<file path="src/rtl/uart_pkg.sv">
// uart_pkg: shared UART framing constants, config encoding and parity helper.
package uart_pkg;

   localparam int   FRAME_W   = 11;
   localparam logic START_BIT = 1'b0;
   localparam logic STOP_BIT  = 1'b1;
   localparam logic IDLE_LVL  = 1'b1;
   localparam int   BIT9_IDX  = 9;
   localparam int   BIT10_IDX = 10;

   typedef struct packed {
      logic eight;
      logic pen;
      logic ohel;
   } cfg_t;

   typedef enum logic [2:0] {
      MODE_7N1 = 3'b000,
      MODE_7E1 = 3'b010,
      MODE_7O1 = 3'b011,
      MODE_8N1 = 3'b100,
      MODE_8E1 = 3'b110,
      MODE_8O1 = 3'b111
   } mode_t;

   // Parity covers only the bits actually sent as data.
   function automatic logic parity_bit(input logic [7:0] d, input cfg_t c);
      return (c.eight ? ^d : ^d[6:0]) ^ c.ohel;
   endfunction

endpackage

</file>
<file path="src/rtl/uart_frame_build.sv">
// uart_frame_build: combinational byte + framing config to 11-bit LSB-first frame.
module uart_frame_build
   import uart_pkg::*;
(
   input  logic [7:0]         data_i,
   input  cfg_t               cfg_i,
   output logic [FRAME_W-1:0] frame_o
);

   logic par;

   assign par = parity_bit(data_i, cfg_i);

   always_comb begin
      frame_o            = {FRAME_W{STOP_BIT}};
      frame_o[0]         = IDLE_LVL;
      frame_o[1]         = START_BIT;
      frame_o[8:2]       = data_i[6:0];
      frame_o[BIT9_IDX]  = cfg_i.eight ? data_i[7] : (cfg_i.pen ? par : STOP_BIT);
      frame_o[BIT10_IDX] = (cfg_i.eight & cfg_i.pen) ? par : STOP_BIT;
   end

endmodule

</file>
<file path="src/rtl/uart_tx_shift.sv">
// uart_tx_shift: UART TX frame loader and LSB-first shift engine.
// Optional TX_BREAK_EN adds brk input that holds the line low while idle.
module uart_tx_shift #(
   parameter int   FRAME_W  = uart_pkg::FRAME_W,
   parameter logic IDLE_LVL = uart_pkg::IDLE_LVL
) (
   input  logic       clk,
   input  logic       reset,
   input  logic       btu,
   input  logic       done,
   input  logic       load,
   input  logic [7:0] out_port,
   input  logic       eight,
   input  logic       pen,
   input  logic       ohel,
`ifdef TX_BREAK_EN
   input  logic       brk,
`endif
   output logic       doit,
   output logic       tx,
   output logic       tx_rdy
);

   import uart_pkg::cfg_t;

   logic [FRAME_W-1:0] sr_q, sr_d, frame;
   logic [7:0]         data_q, data_d;
   cfg_t               cfg_q, cfg_d;
   logic               load_d1_q, doit_q, doit_d, tx_rdy_q, tx_rdy_d;
   logic               accept, brk_set, brk_q;

   uart_frame_build u_fb (
      .data_i  (data_q),
      .cfg_i   (cfg_q),
      .frame_o (frame)
   );

`ifdef TX_BREAK_EN
   // Break only takes hold between frames; an active frame finishes first.
   assign brk_set = brk & ~doit_q & ~load_d1_q;
   always_ff @(posedge clk) begin
      if (reset) brk_q <= 1'b0;
      else       brk_q <= brk_set;
   end
`else
   assign brk_set = 1'b0;
   assign brk_q   = 1'b0;
`endif

   always_comb begin
      accept   = load & tx_rdy_q & ~brk_set;
      data_d   = accept ? out_port : data_q;
      cfg_d    = accept ? cfg_t'({eight, pen, ohel}) : cfg_q;
      sr_d     = load_d1_q ? frame : ((doit_q & btu) ? {IDLE_LVL, sr_q[FRAME_W-1:1]} : sr_q);
      doit_d   = load_d1_q | (doit_q & ~done);
      tx_rdy_d = ~accept & ~doit_q & ~load_d1_q & ~brk_q & ~brk_set;
   end

   always_ff @(posedge clk) begin
      if (reset) begin
         sr_q      <= {FRAME_W{IDLE_LVL}};
         data_q    <= '0;
         cfg_q     <= '0;
         load_d1_q <= 1'b0;
         doit_q    <= 1'b0;
         tx_rdy_q  <= 1'b1;
      end else begin
         sr_q      <= sr_d;
         data_q    <= data_d;
         cfg_q     <= cfg_d;
         load_d1_q <= accept;
         doit_q    <= doit_d;
         tx_rdy_q  <= tx_rdy_d;
      end
   end

   assign tx     = sr_q[0] & ~brk_q;
   assign doit   = doit_q;
   assign tx_rdy = tx_rdy_q;

endmodule

</file>
<file path="config.mk">
export PLATFORM = sky130hd
export DESIGN_NAME = uart_tx_shift
export DESIGN_NICKNAME = d
export VERILOG_FILES = /design/src/rtl/uart_pkg.sv /design/src/rtl/uart_frame_build.sv /design/src/rtl/uart_tx_shift.sv
export SDC_FILE = /design/constraint.sdc
export NUM_CORES = 1
export LEC_CHECK = 0
export CAP_MARGIN = 20
export CORE_MARGIN = 2
export CORE_UTILIZATION = 53
export DETAILED_ROUTE_END_ITERATION = 8
export GPL_TIMING_DRIVEN = 0
export PLACE_DENSITY = 0.75
export SLEW_MARGIN = 10
export SYNTH_ARGS = -nofsm -noshare
export SYNTH_HDL_FRONTEND = slang
export SYNTH_HIERARCHICAL = 1
export SYNTH_SLANG_ARGS = --single-unit
</file>
<file path="constraint.sdc">
create_clock -name clk -period 1.5 [get_ports clk]
set_input_delay 0.3 -clock clk [delete_from_list [all_inputs] [get_ports clk]]
set_output_delay 0.3 -clock clk [all_outputs]
set_load 0.05 [all_outputs]
</file>
# After elaboration in Yosys (flattened, before gate mapping)
# Index checks and enable logic that the tools add are counted.
dict set report word_totals {
  n_memories 0
  ramBits 0
  mem_bits_ro 0
  regBits 25
  input_bits 16
  latch_bits 0
}
dict set report op_classes {
  n_bitwise 12
  reduce_logical 4
  add_sub_neg 0
  shift 0
  muxes 6
  n_eq_ne 0
  n_mul 0
  magnitude_cmp 0
  div 0
}
# cell n
set ops {}
lappend ops {{11-bit 2-to-1 mux} 2}
lappend ops {{8-bit parity} 1}
lappend ops {{7-bit parity} 1}
lappend ops {{1-bit AND} 6}
lappend ops {{1-bit 2-to-1 mux} 4}
lappend ops {{1-bit inverter} 4}
lappend ops {{2-bit nonzero test} 1}
lappend ops {{2-bit OR reduction} 1}
lappend ops {{1-bit OR} 1}
lappend ops {{1-bit XOR} 1}

# Depth between registers and ports, before layout
# Gate-level depths: netlist (run 1).
dict set report logic_depth {
  ltp_word 6
  ltp_mapped 6
  mapped_depth_nobuf 6
}

# Hierarchy
# Netlist (run 1), hierarchy kept.
# mod cells_each instances area_per_inst_um2
set modules_own_cells {}
lappend modules_own_cells {uart_tx_shift 121 1 1192.4}
lappend modules_own_cells {uart_frame_build 25 1 173.9}

# Worst setup path after synthesis (run 1)
# No wires, ideal clock.
dict set report synth_timing {
  path_type {reg2reg}
  start {register tx_rdy_q (netlist: tx_rdy)}
  end {register tx_rdy_q (netlist: tx_rdy)}
  stages_incl_launch_ff 4
  path_slack_ps 251
  period_less_slack_ps 1249
  arrival_ps 1135
  setup_time_ps 114
  cell_sequence {dfxtp_1 buf_4 nand2_1 a21o_1}
}
dict set report synth_between {
  elab_chain_len 4
}
# item line_no
set synth_lines {}
lappend synth_lines {{start, declared} uart_tx_shift.sv:29} ;# logic load_d1_q, doit_q, doit_d, tx_rdy_q, tx_rdy_d;
lappend synth_lines {{start signal, assigned} uart_tx_shift.sv:73} ;# tx_rdy_q <= tx_rdy_d;
lappend synth_lines {{1-bit AND} uart_tx_shift.sv:51} ;# accept = load & tx_rdy_q & ~brk_set;
lappend synth_lines {{1-bit inverter} uart_tx_shift.sv:56} ;# tx_rdy_d = ~accept & ~doit_q & ~load_d1_q & ~brk_q & ~brk_set;
lappend synth_lines {{1-bit AND (2 in a row)} uart_tx_shift.sv:56}
# No other way between the ends.
# A chain may end at the register's enable or synchronous reset.

# Worst setup path after layout (run 1)
dict set report layout_timing {
  start {register doit_q (netlist: doit)}
  end {output doit}
}
# item line_no
set layout_rtl {}
lappend layout_rtl {{start, declared} uart_tx_shift.sv:29}
lappend layout_rtl {{start signal, assigned} uart_tx_shift.sv:72} ;# doit_q <= doit_d;
lappend layout_rtl {{end, declared} uart_tx_shift.sv:19} ;# output logic doit,
# No word-level cell between the ends.

==> results of run 1 <==
metrics by stage:
step                      setup TNS, ns  setup slack (ns)  utilization (%)  hold WS [ns]  instances
after floorplan                       0             0.251                -         0.369        146
after global placement          -0.0445           -0.0445             64.5         0.495        194
after detailed placement        -0.0433           -0.0286             64.5         0.508        194
after CTS                             0            0.0131             65.7         0.520        198
after global routing           -0.00950          -0.00950             66.9         0.531        198
final                                 0            0.0626             66.9         0.526        198
flip-flops by register name, summed over array words and instances, names as in the netlist:
| register | cells |
|---|---|
| load_d1_q | 1 |
| sr_q | 11 |
| tx_rdy | 1 |
| doit | 1 |
| cfg_q | 3 |
| data_q | 8 |
power groups by stage:
stage | sequential, W | combinational, W | clock (W)
2_1_floorplan | 0.000776 | 0.000222 | 0
3_3_place_gp | 0.000762 | 0.000326 | 0
3_5_place_dp | 0.000765 | 0.000334 | 0
4_1_cts | 0.000751 | 0.000333 | 0.000311
5_1_grt | 0.000763 | 0.000366 | 0.000327
6_report | 0.000757 | 0.000337 | 0.000301
per-layer routing:
| metal | track usage, % | up-vias | share of wire (%) |
|---|---|---|---|
| met5 | 0 | - | 0 |
| met4 | 6.25 | 0 | 0.38 |
| met3 | 2.46 | 2 | 2.6 |
| met2 | 35.7 | 13 | 51 |
| met1 | 26.9 | 493 | 46 |
| li1 | - | 549 | - |
final cells by class:
cell class	count	area, um^2
Fill cell	203	813
Multi-Input combinational cell	98	722
Sequential cell	25	510
Timing Repair Buffer	18	171
Buffer	21	166
Tap cell	30	37.5
Clock buffer	4	26.3
Inverter	2	7.51
worst max path at each step:
stage                          from  endpoint  slack (ns)  cells after the start
after global routing      data_q[2]  sr_q[10]      -0.009                      6
after CTS                    tx_rdy    tx_rdy        0.01                      1
after global placement       tx_rdy    tx_rdy       -0.04                      1
after detailed placement     tx_rdy    tx_rdy       -0.03                      1
after floorplan              tx_rdy    tx_rdy        0.25                      3
final                          doit      doit        0.06                      1
kinds of logic after synthesis:
kind of cell,after synthesis,share of synthesized area (%)
compound gates,37,23.6
xor+xnor,7,4.49
buf+inv,23,12.7
flops,25,36.6
mux,1,0.733
other cells,2,0.550
simple gates,51,21.2
cell usage in the layout, fill, tap and decap left out, types with 2 or more instances in the layout:
cell             Yosys  final
a21bo_1              8      8
buf_4               12     12
conb_1               2      2
a21oi_1              3      3
buf_2                4      5
a21oi_2              8      8
nor2b_1              2      2
dfxtp_1             25     17
xnor2_1              7      3
o2111ai_1            9      9
buf_6                5      5
a21bo_2              3      3
clkbuf_4             0      3
inv_1                2      2
nand2b_1            10     10
clkdlybuf4s50_1      0     15
dfxtp_2              0      8
nand4b_1            10     10
nand3_1             11     11
nand2_1             12     12
xnor2_2              0      4
nor2_1               4      4
timing repair:
item | 4_1_cts | 5_1_grt
pin swaps | 0 | 4
setup endpoints to repair | 3 | 4
gates resized for setup | 8 | 15
==> reports/results.tsv, run 1 <==
metric	value	unit
clock skew	0.00649	ns
routed via count	1057	
Via density	5.34	
Crit Path Class	reg2out	
Synth top area share	36.6	%
cell row count	18	
RePlAce Congestion	0.717	
Max-cap violations	0	
total power draw	0.00139	W
sequential power share	54.3	%
Residual DRC	0	
Starting Density	55.7	%
die extent in y	54.8	um
Clock Tree Root	clkbuf_4	
Hold WC Path Type	reg2reg	
post-DR wirelength/cell	13.4	um
largest cells by area after synthesis	dfxtp_1 (37%), buf_4 (6.6%), nand4b_1 (6.4%), a21bo_1 (5.9%), o2111ai_1 (5.8%)	
pwr dens	849	nW/um^2
Final #Nets	185	
DP Area	1580	um^2
RSZ-0062 raised after global routing	yes	
Total GRT Usage	20.8	%
slowest CP cell	dfxtp_1	
Hold Path Sink	sr_q[5]	
post-synthesis instance area	1370	um^2
Bufs and invs on worst path	1	
synth warn	6	
Crit Reg-Reg Endpoint	sr_q[10]	
CTS max path bufs	2	
Clock transition at path regs	0.14	ns
Seq/Total Area, Yosys	36.6	%
diode count	0	
CTS Buf Count	3	
TritonCTS clock tree	built	
critical-path cell list	clkdlybuf4s15_2	
Synth Instances	146	
post-route minimum period	1.44	ns
Detailed Route WL	2650	um
design area	1640	um^2
first-pass GRT wire length	4530	um
hold buffer count at CTS	0	
clock power share	21.6	%
# H-tree levels	1	
Lkg Pwr	0.621	nW
Fin. Hold Viols	0	
sw frac	28.2	%
hpwl dp	2000	um
CP max stage delay	0.42	ns
Final setup viols	0	
total core area	2450	um^2
WP data required	1.20	ns
largest net degree at the start of global routing	14	
syn_area_per_cell	9.36	um^2
Routed Antenna Nets	0	
initial antenna violation count	0	
status	finished clean	
number of global-route vias before repair	1006	
share of cells above drive strength 1	30.4	%
Main synth FF type	dfxtp_1	
Overflow after GRT	0	
worst-skew pair later-pin latency	0.31	ns
Critical R2R Launch	data_q[2]	
Reg2Reg Depth	6	
CP Data Arrival Time	1.14	ns
net load switching power	0.000394	W
Netlist cell types	27	
EDFF count, synth	0	
Logic pwr share	24.2	%
hold path startpoint	sr_q[5]	
I/O Pins	19	
Post-synth top cells	dfxtp_1 (25), buf_4 (12), nand2_1 (12), nand3_1 (11)	
Slew Viols, Final	0	
input/output buffers	18	
drt pass-1 iters	4	
Post-CTS Setup Bufs	0	
Async S/R FF share, synth	0	%
critical path's top delay family	flip-flops	
Die W	54.8	um
area grow syn2layout	20.1	%
net count after synthesis	162	
die area	3000	um^2
CTS Sinks	25	
Crit Path Max Fanout	6	
count leader, synth	dfxtp_1	
period utilization	95.8	%
Yosys reg bits	25	
Worst Setup Start Kind	flip-flop	
internal power	0.00100	W
worst hold stages	2	
Iter 0 DRT Violations	16	
FMAX	0.696	GHz
cell taking the most area after synthesis	dfxtp_1	
Crit. End Element	output pin	
Worst R2R Setup Slack	0.10	ns
Peak supply drop	0.581	mV
Note: power is estimated with default switching activity, not from simulation.
==> run 2, diff against run 1 <==
--- a/config.mk
+++ b/config.mk
@@ -7,12 +7,11 @@
 export LEC_CHECK = 0
 export CAP_MARGIN = 20
 export CORE_MARGIN = 2
-export CORE_UTILIZATION = 53
+export CORE_UTILIZATION = 51
 export DETAILED_ROUTE_END_ITERATION = 8
 export GPL_TIMING_DRIVEN = 0
-export PLACE_DENSITY = 0.75
+export PLACE_DENSITY = 0.74
 export SLEW_MARGIN = 10
 export SYNTH_ARGS = -nofsm -noshare
 export SYNTH_HDL_FRONTEND = slang
-export SYNTH_HIERARCHICAL = 1
 export SYNTH_SLANG_ARGS = --single-unit
==> constraint.sdc (replaced) <==
create_clock -name clk -period 1.5 [get_ports clk]
set_input_delay 0.225 -clock clk [delete_from_list [all_inputs] [get_ports clk]]
set_output_delay 0.225 -clock clk [all_outputs]
set_load 0.05 [all_outputs]
==> run 2 against run 1 <==
Against the previous run: flip-flop and latch count did not move; via count is 14% lower; non-clock buffer count fell by 14; combinational power decreased by 19%; register-to-register slack barely moved; critical path depth stayed put; utilization down 2.1 points; cell count decreased by 12%; count of clock-buffer cells in the layout stayed put; sequential power shrank 2%; critical path type unchanged; highest routed layer unchanged.
==> reports/results.tsv, run 2 <==
metric	value	unit
Post-synth top cells	nand2_1 (28), dfxtp_1 (25), a21oi_1 (15), mux2i_1 (8), nand2b_1 (7)	
RSZ-0062 raised after global routing	no	
EDFF count, synth	0	
largest cells by area after synthesis	dfxtp_1 (44%), nand2_1 (9.3%), mux2i_1 (7.1%), a21oi_1 (6.6%), mux2_2 (6.0%)	
Reg area	504	um^2
Main synth FF type	dfxtp_1	
number of global-route vias before repair	890	
Crit Reg-Reg Endpoint	sr_q[9]	
top sig layer	met4	
cell row count	17	
Layout fillers	192	
post-synthesis instance area	1130	um^2
WP data required	1.27	ns
actual slew at the worst max-slew pin	0.484	ns
I/O Pins	19	
status	finished clean	
diode count	0	
Peak supply drop	0.553	mV
clock skew	0.00308	ns
critical-path cell list	dlygate4sd2_1	
Routed Antenna Nets	0	
share of cells above drive strength 1	15.0	%
Residual DRC	0	
total core area	2150	um^2
period utilization	95.2	%
CP Data Arrival Time	1.20	ns
Die W	51.2	um
# H-tree levels	1	
Max-cap violations	0	
Largest register FFs	11	
Hold Path Sink	sr_q[5]	
Final #Nets	164	
syn_area_per_cell	9.01	um^2
Slew Viols, Final	0	
Overflow after GRT	0	
worst-skew pair later-pin latency	0.31	ns
Seq/Total Area, Yosys	44.1	%
Synth Instances	126	
Via density	5.22	
CTS max path bufs	2	
hold path startpoint	reset	
Netlist cell types	26	
post-DR wirelength/cell	12.4	um
CTS Buf Count	3	
Worst R2R Setup Slack	0.09	ns
Bufs and invs on worst path	1	
CP max stage delay	0.53	ns
Async S/R FF share, synth	0	%
Met1 Wirelength	1010	um
Crit Path Max Fanout	3	
Detailed Route WL	2180	um
input/output buffers	17	
first-pass GRT wire length	3860	um
critical path's top delay family	buffers and inverters	
Yosys reg bits	25	
Critical R2R Launch	data_q[6]	
Top reg by flops	sr_q	
area occupied by multi-input gates	597	um^2
die extent in y	51.2	um
DR WL met3	105	um
Iter 0 DRT Violations	16	
synth warn	0	
net count after synthesis	142	
Setup WS post-layout	0.0714	ns
commonest non-fill, non-tap cells in the layout	nand2_1 (28), dfxtp_1 (22), a21oi_1 (15)	
Crit Path Class	reg2out	
post-route minimum period	1.43	ns
Worst Setup Start Kind	flip-flop	
TritonCTS clock tree	built	
biggest regs	sr_q: 11 flops, data_q: 8 flops, cfg_q: 3 flops	
Reg2Reg Depth	4	
area grow syn2layout	22.6	%
largest net degree at the start of global routing	14	
pwr dens	941	nW/um^2
worst hold stages	2	
routed via count	913	
drt pass-1 iters	4	
Synth top area share	44.1	%
slowest CP cell	dlygate4sd2_1	
die area	2620	um^2
CTS Sinks	25	
RePlAce Congestion	0.767	
worst slew margin relative to its limit	67.9	%
Clock Tree Root	clkbuf_4	
initial antenna violation count	0	
Crit. End Element	output pin	
most common cell after layout, fill and taps aside	nand2_1	
Fin. Hold Viols	0	
Clock transition at path regs	0.12	ns
cell taking the most area after synthesis	dfxtp_1	
Lkg Pwr	0.524	nW
Final setup viols	0	
wire length on met2	1010	um
count leader, synth	nand2_1	
hold slack	0.299	ns
Starting Density	52.8	%
Total GRT Usage	20.0	%
hpwl dp	1600	um
Post-Place Worst Slack	-0.302	ns
Post-CTS Setup Bufs	0	
FMAX	0.700	GHz
Hold WC Path Type	in2reg	
==> run 2: changes by cell type in the layout (fill, tap and decap cells not counted), moves of 7 or more <==
cell       before  now
a21bo_1         8    0
a21oi_1         3   15
a21oi_2         8    0
buf_4          12    0
mux2i_1         1    8
nand2_1        12   28
nand3_1        11    1
nand4b_1       10    1
o2111ai_1       9    0
==> run 2: cells by family (layout without fill, tap and decap cells) <==
family / after synthesis / count (layout) / share of synthesized area (%)
buffers and inverters: 11 / 32 / 5.84
AND/OR/NAND/NOR: 48 / 48 / 19.7
flip-flops: 25 / 25 / 44.1
multiplexers: 14 / 14 / 13.0
XOR/XNOR: 7 / 7 / 6.62
AO/OA/AOI/OAI: 21 / 21 / 10.7
==> run 2: what timing repair did <==
item / CTS / global route
pin swaps: 1 / 2
gates resized for setup: 7 / 6
hold buffers: 0 / 0
setup endpoints to repair: 4 / 3
==> run 2: routing by layer <==
metal / vias to the layer above / GRT usage, %
met2: 25 / 32.3
met5: - / 0
met3: 5 / 2.92
met1: 414 / 25.6
li1: 469 / -
met4: 0 / 10.8
==> run 2: worst max path at each step <==
stage | from | to | slack (ns) | cells past startpoint
floorplan | doit | sr_q[2] | 0.03 | 5
global placement | btu | sr_q[9] | -0.27 | 6
detailed placement | btu | sr_q[9] | -0.30 | 6
CTS | data_q[3] | sr_q[9] | 0.005 | 4
global route | btu | sr_q[6] | 0.01 | 6
finish | tx_rdy | tx_rdy | 0.07 | 1
==> run 2: stage by stage <==
step                      TNS, ns  util (%)  power [W]  std cells  cell area, um^2
after global placement      -1.17      62.4    0.00101        171             1340
after CTS                       0      63.9    0.00131        175             1370
after detailed placement    -1.31      62.4    0.00102        171             1340
final                           0      64.8    0.00131        175             1390
after global routing            0      64.8    0.00138        175             1390
after floorplan                 0         -   0.000933        126             1140
==> run 2: where the power goes <==
part	total (W)	internal (W)	switching, W	leakage, nW
Clock	0.000294	0.000104	0.000190	0.0150
Combinational	0.000273	0.000142	0.000130	0.302
Sequential	0.000743	0.000710	0.0000331	0.207
==> run 2: cell type report <==
class	instances	share of cell area [%]
clock buffer	4	1.89
timing repair buffer	17	11.7
buffer	8	3.96
inverter	3	0.809
tap	28	2.52
multi-input combinational	90	42.9
sequential	25	36.2
